File: src/rtl/key_to_note_pkg.sv
// Shared scan codes, note frequency table and half-period helper for key_to_note.
package key_to_note_pkg;

  localparam int unsigned HP_W      = 21;
  localparam int unsigned NUM_NOTES = 12;

  localparam logic [7:0] KEY_Q           = 8'h15;
  localparam logic [7:0] KEY_W           = 8'h1D;
  localparam logic [7:0] KEY_E           = 8'h24;
  localparam logic [7:0] KEY_R           = 8'h2D;
  localparam logic [7:0] KEY_T           = 8'h2C;
  localparam logic [7:0] KEY_Y           = 8'h35;
  localparam logic [7:0] KEY_U           = 8'h3C;
  localparam logic [7:0] KEY_I           = 8'h43;
  localparam logic [7:0] KEY_O           = 8'h44;
  localparam logic [7:0] KEY_P           = 8'h4D;
  localparam logic [7:0] KEY_OPEN_BRACE  = 8'h54;
  localparam logic [7:0] KEY_CLOSE_BRACE = 8'h5B;
  localparam logic [7:0] KEY_Z           = 8'h1A;
  localparam logic [7:0] KEY_X           = 8'h22;
  localparam logic [7:0] BREAK_CODE      = 8'hF0;
  localparam logic [7:0] EXT_CODE        = 8'hE0;

  // Chromatic C4..B4, index-aligned with NOTE_MHZ.
  localparam logic [7:0] NOTE_CODE [NUM_NOTES] = '{
    KEY_Q, KEY_W, KEY_E, KEY_R, KEY_T, KEY_Y,
    KEY_U, KEY_I, KEY_O, KEY_P, KEY_OPEN_BRACE, KEY_CLOSE_BRACE
  };

  localparam int unsigned NOTE_MHZ [NUM_NOTES] = '{
    261626, 277183, 293665, 311127, 329628, 349228,
    369994, 391995, 415305, 440000, 466164, 493883
  };

  typedef struct packed {
    logic            hit;
    logic [HP_W-1:0] half_period;
  } lut_out_t;

  // Elaboration-time only: floor(clk_hz*1000 / (2*f_mhz)).
  function automatic logic [HP_W-1:0] calc_half_period(input longint unsigned clk_hz,
                                                       input longint unsigned f_mhz);
    longint unsigned q;
    q = (clk_hz * 64'd1000) / (64'd2 * f_mhz);
    return HP_W'(q);
  endfunction

endpackage

File: src/rtl/note_period_lut.sv
// Combinational scan code -> {hit, half_period} lookup; constants fixed at elaboration.
module note_period_lut
  import key_to_note_pkg::*;
#(
  parameter int unsigned CLK_FREQ_HZ = 100_000_000
) (
  input  logic [7:0] code,
  output lut_out_t   lut_out
);

  logic [HP_W-1:0] hp_tab [NUM_NOTES];

  for (genvar g = 0; g < NUM_NOTES; g++) begin : g_note
    localparam logic [HP_W-1:0] HP = calc_half_period(64'(CLK_FREQ_HZ), 64'(NOTE_MHZ[g]));
    assign hp_tab[g] = HP;
  end

  always_comb begin
    lut_out = '0;
    for (int i = 0; i < NUM_NOTES; i++) begin
      if (code == NOTE_CODE[i]) begin
        lut_out.hit         = 1'b1;
        lut_out.half_period = hp_tab[i];
      end
    end
  end

endmodule

File: src/rtl/key_to_note.sv
// PS/2 Set-2 make/break decoder driving a tone half-period (C4..B4 on Q..]).
// Optional octave shift on Z/X keys under KEY_TO_NOTE_OCTAVE_SHIFT_EN.
module key_to_note
  import key_to_note_pkg::*;
#(
  parameter int unsigned CLK_FREQ_HZ = 100_000_000
) (
  input  logic        clk,
  input  logic        rst_n,
  input  logic        data_valid,
  input  logic [7:0]  data,
  output logic [20:0] half_period,
  output logic        note_on
);

  lut_out_t        lut;
  logic [HP_W-1:0] emit_hp;

  logic [HP_W-1:0] half_period_q, half_period_d;
  logic            note_on_q, note_on_d;
  logic            break_pending_q, break_pending_d;
  logic            extended_pending_q, extended_pending_d;
  logic [7:0]      held_code_q, held_code_d;

  note_period_lut #(.CLK_FREQ_HZ(CLK_FREQ_HZ)) u_lut (
    .code    (data),
    .lut_out (lut)
  );

`ifdef KEY_TO_NOTE_OCTAVE_SHIFT_EN
  logic signed [2:0] octave_q, octave_d;

  // Negative octave lengthens the period (lower pitch), positive shortens it.
  always_comb begin
    if (octave_q[2]) emit_hp = lut.half_period << 2'(-octave_q);
    else             emit_hp = lut.half_period >> 2'(octave_q);
  end
`else
  assign emit_hp = lut.half_period;
`endif

  always_comb begin
    half_period_d      = half_period_q;
    note_on_d          = note_on_q;
    break_pending_d    = break_pending_q;
    extended_pending_d = extended_pending_q;
    held_code_d        = held_code_q;
`ifdef KEY_TO_NOTE_OCTAVE_SHIFT_EN
    octave_d           = octave_q;
`endif
    if (data_valid) begin
      if (data == BREAK_CODE) begin
        break_pending_d = 1'b1;
      end else if (data == EXT_CODE) begin
        extended_pending_d = 1'b1;
      end else if (extended_pending_q) begin
        // Extended keys are swallowed so they never alias a top-row note.
        extended_pending_d = 1'b0;
        break_pending_d    = 1'b0;
      end else begin
        break_pending_d = 1'b0;
        if (lut.hit) begin
          if (!break_pending_q) begin
            half_period_d = emit_hp;
            note_on_d     = 1'b1;
            held_code_d   = data;
          end else if (data == held_code_q) begin
            half_period_d = '0;
            note_on_d     = 1'b0;
          end
        end
`ifdef KEY_TO_NOTE_OCTAVE_SHIFT_EN
        else if (!break_pending_q && data == KEY_Z) begin
          if (octave_q > -3'sd2) octave_d = octave_q - 3'sd1;
        end else if (!break_pending_q && data == KEY_X) begin
          if (octave_q < 3'sd2) octave_d = octave_q + 3'sd1;
        end
`endif
      end
    end
  end

  always_ff @(posedge clk) begin
    if (!rst_n) begin
      half_period_q      <= '0;
      note_on_q          <= 1'b0;
      break_pending_q    <= 1'b0;
      extended_pending_q <= 1'b0;
      held_code_q        <= '0;
`ifdef KEY_TO_NOTE_OCTAVE_SHIFT_EN
      octave_q           <= '0;
`endif
    end else begin
      half_period_q      <= half_period_d;
      note_on_q          <= note_on_d;
      break_pending_q    <= break_pending_d;
      extended_pending_q <= extended_pending_d;
      held_code_q        <= held_code_d;
`ifdef KEY_TO_NOTE_OCTAVE_SHIFT_EN
      octave_q           <= octave_d;
`endif
    end
  end

  assign half_period = half_period_q;
  assign note_on     = note_on_q;

endmodule

File: config.mk
export PLATFORM = sky130hd
export DESIGN_NAME = key_to_note
export DESIGN_NICKNAME = d
export VERILOG_FILES = /design/src/rtl/key_to_note_pkg.sv /design/src/rtl/note_period_lut.sv /design/src/rtl/key_to_note.sv
export SDC_FILE = /design/constraint.sdc
export NUM_CORES = 1
export LEC_CHECK = 0
export BUFFER_PORTS_ARGS = -buffer_cell sky130_fd_sc_hd__buf_2
export CAP_MARGIN = 5
export CORE_ASPECT_RATIO = 2
export CORE_UTILIZATION = 55
export CTS_BUF_LIST = sky130_fd_sc_hd__clkbuf_16
export DETAILED_ROUTE_END_ITERATION = 16
export GPL_ROUTABILITY_DRIVEN = 0
export PLACE_DENSITY = 0.78
export SLEW_MARGIN = 10
export SYNTH_ARGS = -nofsm -noshare
export SYNTH_HDL_FRONTEND = slang
export SYNTH_SLANG_ARGS = --single-unit
File: constraint.sdc
create_clock -name clk -period 2.6 [get_ports clk]
set_input_delay 0 -clock clk [delete_from_list [all_inputs] [get_ports clk]]
set_output_delay 0 -clock clk [all_outputs]
set_load 0.01 [all_outputs]
==> results of run 1 <==
-- final timing paths --
| check | from | end | cells past startpoint |
|---|---|---|---|
| setup reg to reg | held_code_q[1] | half_period[5] | 6 |
| setup / recovery | data[1] | half_period[5] | 7 |
| hold reg to reg | half_period[9] | half_period[9] | 2 |
| hold / removal | data_valid | extended_pending_q | 3 |
-- critical path, stage by stage --
cell      delay [ns]
buf_2           0.16
nand2b_4        0.18
or3_1           0.45
or4_4           0.61
a211oi_4        0.24
buf_4           0.24
o32ai_1         0.09
-- Yosys cell counts, types with 2 or more instances --
cell and count:
o21ai_0 6, dfxtp_1 29, o2111ai_1 2, or3_1 2
mux2i_1 7, a21oi_1 10, xor2_1 9, buf_2 3
o31ai_1 4, inv_1 18, nand3_1 6, nand2_1 31
o32a_1 2, o31a_1 2, nor3b_1 3, buf_1 2
nor3_1 4, a211oi_1 2, clkbuf_1 11, o21ai_1 6
and2_1 2, o22ai_1 2, nor2_1 7, o32ai_1 12
nor4_1 4, buf_4 4, a31oi_1 4, nor2b_1 3
o221ai_1 2
-- registers in the layout, summed over array words and instances (netlist names) --
name / cells
break_pending_q: 1
extended_pending_q: 1
half_period: 18
held_code_q: 8
note_on: 1
-- final cells by class --
type,instances,area [µm²]
fillers,284,974.7
inverters,18,67.56
repair buffers,39,220.2
clock buffers,5,125.1
clock inverters,3,65.06
well taps,31,38.79
multi-input cells,162,1085
flip-flops and latches,29,580.6
-- layout by cell type (no fill, tap or decap), types with 3 or more instances in the layout --
| master | instances |
|---|---|
| a21oi_1 | 10 |
| o32ai_1 | 12 |
| nand3_1 | 6 |
| buf_4 | 10 |
| dfxtp_1 | 29 |
| inv_1 | 18 |
| nor2_1 | 7 |
| conb_1 | 3 |
| nor2b_1 | 3 |
| nor3_1 | 4 |
| nor3b_1 | 3 |
| nor4_1 | 4 |
| clkbuf_16 | 5 |
| a31oi_1 | 4 |
| nand2_1 | 31 |
| o31ai_1 | 4 |
| o21ai_0 | 6 |
| buf_2 | 29 |
| o21ai_1 | 6 |
| mux2i_1 | 7 |
| xor2_1 | 9 |
-- power by group --
group          switching (µW)  leakage, µW  internal, µW
Sequential               2.60     0.000234           450
Clock                     201    0.0000938           546
Combinational            94.0     0.000575          48.9
-- metrics by stage --
step	cell area, µm²	hold WS (ns)	total power [µW]	utilization [%]
after detailed placement	1992	0.2922	600.1	63.10
after floorplan	1838	0.1417	564.7	-
after global placement	1992	0.2711	599.1	63.10
after global routing	2182	0.01510	1375	69.12
final	2182	0.01738	1342	69.12
after CTS	2182	0.005183	1352	69.12
-- layer usage --
metal / share of wire, % / wire, µm
met1: 38 / 1802
met2: 55 / 2595
met3: 3.9 / 187
met4: 3.6 / 173
met5: 0 / 0
-- logic make-up (layout without fill, tap and decap cells) --
family          Yosys count  after routing  synth area share, %
simple gates             76             76                23.38
mux                       8              8                4.443
flops                    29             29                31.72
other cells               1              3               0.2049
compound gates           65             65                26.04
xor+xnor                 10             10                4.785
buf+inv                  39             65                9.432
==> flow_summary_export.csv, run 1 <==
group,metric,value,unit
run_status,status,"completed",
logic_synthesis,seq_area_frac_synth,31.72,%
clock_tree,cts_tree,"done",
routing,drc,0,
timing,rsz0062_at_grt,"no",
place,io_buffers,29,
timing,fin_tns_setup,0,ns
global_route,met3_usage,5.411,%
routing,wl_per_cell,16.58,µm
timing,timing.final.ws_setup,0.7411,ns
finish,final_cells,287,
global_route,use_met1,31.15,%
place,dpl_worst_slack,0.4547,ns
logic_synthesis,avgSynthCellArea,8.029,µm²
finish,nNetsFinal,266,
min_path,hold_class,"input port to register",
clock_tree,postCtsSetupBuffers,0,
floorplanning,dieArea,3577,µm²
clock_tree,clockBufferDepth,2,
clock_tree,clock_latency,0.28,ns
timing,maxSlewHeadroom,54.11,%
global_route,overflow,0,
finish,syn_to_final_growth,19.21,%
routing,num_vias,1807,
logic_synthesis,synth.area.top_cells,"dfxtp_1, nand2_1, o32ai_1",
power,vdd_drop_max,0.0005555,V
timing,worst-slew-pin-transition,0.6837,ns
critical_path,timing.reg2reg.setup_slack,0.85,ns
routing,dr.pass1.iters,4,
floorplanning,rows,29,
finish,drive_gt1_share,23.05,%
routing,drt_wl_total,4.759,mm
clock_tree,cts_buffers,5,
critical_path,worstPathRequired,2.72,ns
timing,setup_viol,0,
clock_tree,cts.clk_slew.worst_paths,0.05,ns
power,p_per_area,615.2,nW/µm²
critical_path,start_kind,"input port",
floorplanning,coreArea,3157,µm²
global_route,grt_pass1_wl,7.824,mm
timing,period_needed,1.859,ns
clock_tree,ctsResizeCount,0,
logic_synthesis,synth_area,1831,µm²
floorplanning,die_w,42.80,µm
critical_path,critPathCaptureType,"register",
timing,fmax,538.0,MHz
global_route,grt-busiest-layer,"met2",
logic_synthesis,synth_top_area_share,31.72,%
clock_tree,hold_buffers,0,
logic_synthesis,ys.flop_type,"dfxtp_1",
critical_path,crit_type,"input port to register",
power,p_leak,0.0009025,µW
critical_path,arrival,1.98,ns
global_route,grt_max_degree,24,
global_route,antenna_found_initial,0,
logic_synthesis,synth_seq_cells,29,
timing,drv_slew,0,
place,dp_cells,279,
flow_run,maxCapViolations,0,
timing,period_share,71.50,%
floorplanning,die_h,83.59,µm
logic_synthesis,yosys_warnings,0,
global_route,grt_pass1_vias,1666,
critical_path,critPathMaxFanout,17,
timing,finClkSkew,0.004902,ns
global_route,grt_use_met2,50.28,%
place,dp.final_hpwl,3.454,mm
routing,avgViaCountPerCell,6.296,
timing,hold_viol,0,
floorplanning,top_level_ports,33,
clock_tree,numClockSinks,29,
logic_synthesis,synthCells,228,
routing,drt_iter0_markers,80,
routing,ant_nets,0,
logic_synthesis,synth.distinct_cells,58,
floorplanning,start_util,57.99,%
logic_synthesis,async_reset_ff_share,0,%
clock_tree,htree_levels,2,
global_route,grt_usage,28.90,%
logic_synthesis,synth_edf_count,0,
logic_synthesis,synth_top_area_cell,"dfxtp_1",
clock_tree,clockRootBuffer,"clkbuf_16",
finish,diodes,0,
Power figures use the tool's default switching activity.
==> run 2, diff against run 1 <==
clock period = 1.9 ns   (was 2.6 ns; I/O delays follow)
==> run 2 against run 1 <==
Against the previous run:
- clock power is 17% higher
- worst hold slack got worse by 0.0087 ns
- clock skew is 0.0030 ns higher
- combinational power up 57%
- sequential power increased by 37%
- via count up 4.5%
- non-clock buffer count grew 16
- wire length up 8.4%
- first-iteration DRC count increased by 51%
- die area unchanged
- flip-flop and latch count stayed put
- critical path type is now register to register
- critical endpoint unchanged
- largest power group unchanged
==> flow_summary_export.csv, run 2 (synthesized netlist as in run 1, its figures left out) <==
group,metric,value,unit
run_status,status,"completed",
critical_path,start_kind,"register",
timing,period_needed,1.742,ns
clock_tree,htree_levels,2,
routing,drt_wl_total,5.158,mm
clock_tree,clockBufferDepth,2,
clock_tree,hold_buffers,0,
finish,diodes,0,
finish,final_common_cell,"nand2_1",
power,p_leak,0.0009712,µW
clock_tree,cts_buffers,5,
min_path,hold_depth,3,
global_route,grt_max_degree,23,
clock_tree,ctsResizeCount,0,
floorplanning,start_util,57.99,%
power,p_per_area,749.7,nW/µm²
place,dpl_worst_slack,0.003159,ns
floorplanning,top_level_ports,33,
routing,ant_nets,0,
timing,fmax,573.9,MHz
clock_tree,clockRootBuffer,"clkbuf_16",
global_route,grt_pass1_vias,1828,
finish,largest_reg_flops,18,
finish,post-route-util,72.45,%
clock_tree,cts.clk_slew.worst_paths,0.05,ns
timing,maxSlewHeadroom,59.94,%
finish,nNetsFinal,282,
critical_path,reg2regPathDepth,6,
floorplanning,die_h,83.59,µm
timing,drv_slew,0,
critical_path,critPathCaptureType,"register",
min_path,hold_class,"input port to register",
global_route,grt_pass1_wl,8.362,mm
critical_path,timing.reg2reg.setup_slack,0.16,ns
flow_run,maxCapViolations,0,
critical_path,critPathMaxFanout,17,
floorplanning,dieArea,3577,µm²
floorplanning,coreArea,3157,µm²
finish,syn_to_final_growth,24.95,%
min_path,hold_end,"extended_pending_q",
timing,fin_tns_setup,0,ns
routing,num_vias,1888,
min_path,worstHoldStart,"data_valid",
timing,hold_viol,0,
global_route,grt_usage,30.41,%
critical_path,r2r-end,"half_period[5]",
finish,drive_gt1_share,26.84,%
floorplanning,rows,29,
critical_path,crit_type,"register to register",
clock_tree,numClockSinks,29,
routing,drt_iter0_markers,121,
place,dp.final_hpwl,3.877,mm
critical_path,arrival,1.86,ns
timing,holdWs,0.008711,ns
finish,fillerInstances,255,
clock_tree,cts_tree,"done",
clock_tree,postCtsSetupBuffers,0,
timing,rsz0062_at_grt,"no",
routing,dr.pass1.iters,4,
power,power,1715,µW
finish,final_cell_mix,"nand2_1, dfxtp_1, buf_2",
timing,period_share,91.71,%
global_route,antenna_found_initial,0,
floorplanning,die_w,42.80,µm
critical_path,r2r_start,"held_code_q[1]",
timing,worst-slew-pin-transition,0.5969,ns
timing,finClkSkew,0.007875,ns
global_route,overflow,0,
critical_path,worstPathRequired,2.02,ns
timing,timing.final.ws_setup,0.1576,ns
clock_tree,clock_latency,0.28,ns
place,io_buffers,29,
power,vdd_drop_max,0.0006947,V
critical_path,crit_path_start,"held_code_q[1]",
routing,avgViaCountPerCell,6.231,
timing,setup_viol,0,
routing,drc,0,
routing,wl_per_cell,17.02,µm
==> run 2: cell types whose count changed in the layout (fill, tap and decap cells not counted), sizes merged <==
cell    previous run  this run
bufinv             2         1
buf               39        55
inv               18        19
==> run 2: metrics by stage <==
step                      area [µm²]  instances
after CTS                       2287        303
after global placement          2125        295
after floorplan                 1838        230
after global routing            2287        303
final                           2287        303
after detailed placement        2125        295
==> run 2: routing by layer <==
layer  global-route usage [%]  wire length, µm  up-vias
met2                    53.31             2785       78
met1                    30.75             1866      875
met5                        0                0        -
li1                         -                -      910
met3                    6.061              238       25
met4                    19.60              267        0
==> run 2: power breakdown <==
group	internal, µW	leakage [µW]	total (µW)	switching (µW)
registers	616	0.000234	619	3.70
clock network	607	0.0000826	871	265
logic	86.8	0.000655	224	137
total	1310	0.000971	1710	405
==> run 2: final cells by class <==
class                           count  area (µm²)  area share (%)
Sequential cell                    29       580.6           25.38
Timing Repair Buffer               55       352.8           15.43
Inverter                           18       67.56           2.954
Tap cell                           31       38.79           1.696
Clock buffer                        5       125.1           5.470
Clock inverter                      3       37.54           1.641
Multi-Input combinational cell    162        1085           47.43
==> run 2: critical path, cell delays in order, from the launching register on <==
cell	delay [ns]
dfxtp_1	0.32
xor2_1	0.17
nor4_1	0.42
a21oi_1	0.20
a211oi_4	0.22
buf_12	0.18
o32ai_1	0.08
==> run 2: worst max path at each step <==
stage / cells after the start / to
final: 6 / half_period[5]
after global routing: 6 / half_period[5]
after CTS: 6 / half_period[5]
after detailed placement: 6 / note_on
after global placement: 6 / note_on
after floorplan: 7 / half_period[11]
